## config.mk

```make
export PLATFORM = sky130hd
export DESIGN_NAME = alu_nibble_sequencer
export DESIGN_NICKNAME = d
export VERILOG_FILES = /design/src/rtl/alu_seq_pkg.sv /design/src/rtl/alu_nibble_sequencer.sv
export SDC_FILE = /design/constraint.sdc
export NUM_CORES = 1
export LEC_CHECK = 0
export ABC_AREA = 0
export CELL_PAD_IN_SITES_DETAIL_PLACEMENT = 1
export CELL_PAD_IN_SITES_GLOBAL_PLACEMENT = 2
export CORE_MARGIN = 2
export CORE_UTILIZATION = 33
export DETAILED_ROUTE_END_ITERATION = 8
export PLACE_DENSITY_LB_ADDON = 0.05
export SYNTH_ARGS = -nofsm -noshare
export SYNTH_HDL_FRONTEND = slang
export SYNTH_SLANG_ARGS = --single-unit
```

## constraint.sdc

```tcl
create_clock -name clk -period 3.3 [get_ports clk]
set_input_delay 0.825 -clock clk [delete_from_list [all_inputs] [get_ports clk]]
set_output_delay 0.825 -clock clk [all_outputs]
set_load 0.1 [all_outputs]
```

## src/rtl/alu_seq_pkg.sv

```systemverilog
// Shared types and constants for the nibble-serial 74181 ALU sequencer.
package alu_seq_pkg;

  localparam int NIBBLE_W = 4;

  typedef enum logic [1:0] {IDLE, RUN, DONE} state_t;

  // Index width for a nibble count, never narrower than one bit.
  function automatic int idx_width(input int nib);
    return (nib > 1) ? $clog2(nib) : 1;
  endfunction

endpackage

```

## src/rtl/alu_nibble_sequencer.sv

```systemverilog
// Drives an external 4-bit 74181 slice once per nibble (LSN first), chaining carries.
// Optional macro ALU_SEQ_ZERO_EN adds a registered all-zero result flag.
module alu_nibble_sequencer
  import alu_seq_pkg::*;
#(
  parameter int WIDTH = 16
) (
  input  logic             clk,
  input  logic             rst,
  input  logic             start,
  input  logic [WIDTH-1:0] op_a,
  input  logic [WIDTH-1:0] op_b,
  input  logic [3:0]       op_s,
  input  logic             op_m,
  input  logic             cin,
  output logic [3:0]       alu_a,
  output logic [3:0]       alu_b,
  output logic [3:0]       alu_s,
  output logic             alu_m,
  output logic             alu_cn,
  input  logic [3:0]       alu_f,
  input  logic             alu_cn4,
  input  logic             alu_equal,
  output logic             busy,
  output logic             done,
  output logic [WIDTH-1:0] result,
  output logic             cout,
`ifdef ALU_SEQ_ZERO_EN
  output logic             zero,
`endif
  output logic             equal_all
);

  localparam int NIB   = WIDTH / NIBBLE_W;
  localparam int IDX_W = idx_width(NIB);
  localparam logic [IDX_W-1:0] LAST_IDX = IDX_W'(NIB - 1);

  state_t           state_q, state_d;
  logic [IDX_W-1:0] idx_q;
  logic [WIDTH-1:0] a_q, b_q, shadow_q, assembled;
  logic [3:0]       s_q;
  logic             m_q, cin_q, carry_q, eq_acc_q;
  logic             last_nib;

  assign last_nib = (idx_q == LAST_IDX);
  assign alu_s    = s_q;
  assign alu_m    = m_q;
  assign busy     = (state_q != IDLE);
  assign done     = (state_q == DONE);

  // NOTE: state and datapath registers use non-blocking (<=) so every flop
  // samples pre-edge values; blocking here would create order-dependent races.
  always_ff @(posedge clk or posedge rst) begin
    if (rst) state_q <= IDLE;
    else     state_q <= state_d;
  end

  // NOTE: every output of this block is given a default first, so no path
  // leaves a signal unassigned and no latch is inferred.
  always_comb begin
    state_d   = state_q;
    alu_a     = '0;
    alu_b     = '0;
    alu_cn    = 1'b0;
    assembled = shadow_q;
    unique case (state_q)
      IDLE: if (start) state_d = RUN;
      RUN: begin
        alu_a  = a_q[idx_q*NIBBLE_W +: NIBBLE_W];
        alu_b  = b_q[idx_q*NIBBLE_W +: NIBBLE_W];
        alu_cn = (idx_q == '0) ? cin_q : carry_q;
        assembled[idx_q*NIBBLE_W +: NIBBLE_W] = alu_f;
        if (last_nib) state_d = DONE;
      end
      DONE:    state_d = IDLE;
      default: state_d = IDLE;
    endcase
  end

  // Partial nibbles build up in shadow_q; result/cout/equal_all only change
  // on the final nibble so they stay stable from one done to the next.
  always_ff @(posedge clk or posedge rst) begin
    if (rst) begin
      idx_q     <= '0;
      a_q       <= '0;
      b_q       <= '0;
      s_q       <= '0;
      m_q       <= 1'b0;
      cin_q     <= 1'b0;
      carry_q   <= 1'b0;
      eq_acc_q  <= 1'b0;
      shadow_q  <= '0;
      result    <= '0;
      cout      <= 1'b0;
      equal_all <= 1'b0;
`ifdef ALU_SEQ_ZERO_EN
      zero      <= 1'b0;
`endif
    end else begin
      unique case (state_q)
        IDLE: begin
          if (start) begin
            a_q      <= op_a;
            b_q      <= op_b;
            s_q      <= op_s;
            m_q      <= op_m;
            cin_q    <= cin;
            idx_q    <= '0;
            eq_acc_q <= 1'b1;
          end
        end
        RUN: begin
          shadow_q <= assembled;
          carry_q  <= alu_cn4;
          eq_acc_q <= eq_acc_q & alu_equal;
          if (last_nib) begin
            idx_q     <= '0;
            result    <= assembled;
            cout      <= alu_cn4;
            equal_all <= eq_acc_q & alu_equal;
`ifdef ALU_SEQ_ZERO_EN
            zero      <= (assembled == '0);
`endif
          end else begin
            idx_q <= idx_q + 1'b1;
          end
        end
        default: ;
      endcase
    end
  end

endmodule
```

==> key figures <==
Setup path
  • Crit-path max FO: 12
  • Req. time, crit path: 2470 ps
  • Crit end category: output port
  • Top delay family on crit path: flip-flops
  • CP Cell Sequence: inv_1, ha_1, mux2i_1, nor2_1, buf_12
  • Crit path DAT: 2180 ps
  • FF-to-FF Start: idx_q[0]
  • CP Buf/Inv Count: 2
  • CP max stage cell: dfrtp_1
  • Crit start category: flip-flop
  • Worst Setup SP: idx_q[0]
  • CP Class: flip-flop to output port
  • CP max stage delay: 780 ps

Clock tree
  • Clk buf depth: 2
  • Root Buffer: clkbuf_8
  • Htree depth: 3
  • Resized Gates After CTS: 0
  • Hold_buf cts: 0
  • # Post-CTS Setup Buffers: 0
  • Sink Count: 78
  • Worst-Skew Late Latency: 350 ps
  • Clk slew on worst S/H paths: 80 ps
  • Num CTS Buffers: 9
  • CTS tree: done

Floorplan
  • Core area: 10,700 um2
  • Die Width: 108 um
  • Die footprint: 11,700 um2
  • Die Ht: 108 um
  • IO Count: 81
  • Std-Cell Rows: 38
  • Starting Density: 0.334

Logic synthesis
  • Main synth FF type: dfrtp_1
  • Asr flop ratio synth: 1.00
  • Post-synthesis adder-cell area fraction: 0.0209
  • Most frequent cell after synthesis: dfrtp_1
  • Post-Syn Area: 3590 um2
  • Xor/xnor share of the synthesized area: 0
  • Syn_nets: 334
  • YS warnings: 0
  • Synth area leaders: dfrtp_1, mux2_2, mux4_1, a21oi_1, mux4_2
  • Post-synthesis mux area share: 0.180
  • Post-synthesis simple-gate area fraction: 0.129
  • Yosys cell types: 38
  • Main combinational cell family by area after synthesis: multiplexers
  • Register bit total from synthesis: 78
  • Number of flops mapped to enable cells by yosys: 0
  • Area fraction of the dominant cell type after synthesis: 0.544
  • Dominant cell type by area after synthesis: dfrtp_1
  • Sequential area share after synthesis: 0.544
  • Compound-Gate Fraction of Synth Area: 0.0847
  • Commonest cells post-synth: dfrtp_1, mux2_2, a21oi_1, nor2_1, nor2b_1
  • Mapped Cells: 281
  • Synthesized area per cell: 12.8 um2

Routing
  • First-pass DRT Iterations: 4
  • WL/cell: 16.3 um
  • DR vias: 2,482
  • Final wirelength: 8.30 mm
  • DRC: 0
  • Remaining antenna violation count: 0
  • Vias per cell: 4.89
  • Initial DRC Count: 75

GRT
  • Met3 Use GR: 0.0440
  • Overflow after GRT: 0
  • Antenna violations before repair: 0
  • Largest net degree at the start of global routing: 42
  • Most Crowded Layer GR: met2
  • Met2 Use GR: 0.241
  • Global-route wire length before repair: 13.5 mm
  • Vias in the first global route: 2,624
  • Global Route Usage Sum: 0.153
  • M1 GR Usage: 0.196

STA
  • Final Skew: 6.89 ps
  • Tmin final: 3000 ps
  • Min Hold Slack: 480 ps
  • Final period util: 0.911
  • Setup ws final: 295 ps
  • Final hold vios: 0
  • Setup TNS Final: 0 ps
  • Max Slew Vio Count: 0
  • Slew margin rel.: 0.501
  • Maximum clock frequency: 0.333 GHz
  • RSZ-0062 raised after global routing: false
  • Worst-margin pin slew: 748 ps
  • Final setup violation count: 0

Placement
  • Place WS: 633 ps
  • I/O Buffers: 80
  • Gpl congestion: 0.714
  • Placed wire-length estimate: 5.76 mm

Finish
  • Synthesis-to-finish area growth: 33.3%
  • Layout fillers: 1,176
  • Fin util: 0.445
  • Final #Nets: 416
  • Layout cell share with drive strength beyond 1: 0.288
  • Ant diodes: 0

Worst hold path
  • Hold Crit Start: shadow_q[5]
  • Hold WC Path Type: flip-flop to flip-flop

Flow run
  • Max-cap violations: 0

Status
  • Status: finished, final reports clean
[sequential cells by signal, summed over array words and instances, names as in the netlist]
register / cells
a_q: 16
alu_m: 1
alu_s: 4
b_q: 16
carry_q: 1
cin_q: 1
cout: 1
eq_acc_q: 1
equal_all: 1
idx_q: 2
result: 16
shadow_q: 16
state_q: 2
[final timing paths]
path / endpoint / slack, ps / cells past startpoint
setup / recovery: alu_cn / 300 / 5
hold / removal: shadow_q[5] / 480 / 2
setup reg to reg: result[11] / 730 / 5
hold reg to reg: shadow_q[5] / 480 / 2
max in group asynchronous: result[11] / 1740 / 3
min in group asynchronous: a_q[0] / 900 / 2
[through the flow]
stage / area (um2) / instances
4_1_cts: 4780 / 508
2_1_floorplan: 3590 / 281
6_report: 4780 / 508
3_5_place_dp: 4530 / 492
5_1_grt: 4780 / 508
3_3_place_gp: 4530 / 492
[placed cells by master (no fill, tap or decap), drive strengths merged, types with 3 or more instances in the layout]
cell	count
dfrtp	78
clkdlybuf4s50	46
buf	42
mux2	39
a21oi	18
nor2	17
nor2b	14
clkbuf	14
nand2	13
and2	10
a31oi	8
mux4	8
nand2b	7
nand3	7
a22o	6
ha	6
o21ai	5
o2bb2ai	4
inv	3
and3b	3
nor3b	3
[cells by family after synthesis]
family	after synthesis
AO/OA/AOI/OAI	47
adder cells (fa/ha/maj)	6
buffers and inverters	21
flip-flops	78
multiplexers	48
AND/OR/NAND/NOR	81
[cell type report]
class	count	area, um2	share of cell area
Timing Repair Buffer	88	901	0.188
Clock buffer	14	193	0.0403
Clock inverter	2	60.1	0.0126
Tap cell	140	175	0.0366
Multi-Input combinational cell	182	1490	0.311
Sequential cell	78	1950	0.408
Inverter	4	16.3	0.00340
[metal layers]
| layer | part of all wire | wire length (um) |
|---|---|---|
| met4 | 0.016 | 134 |
| met2 | 0.48 | 3960 |
| met3 | 0.054 | 446 |
| met1 | 0.45 | 3750 |
| met5 | 0 | 0 |
[worst reg2reg max path, cell delays in order, from the launching register on]
cell and delay (ps):
dfrtp_1 780, inv_1 200, ha_1 540, nor2b_1 520, nand3_1 240, a31oi_1 210
Power is not shown: default switching activity piles up to over one toggle a cycle in this logic, so the estimate is an artifact.
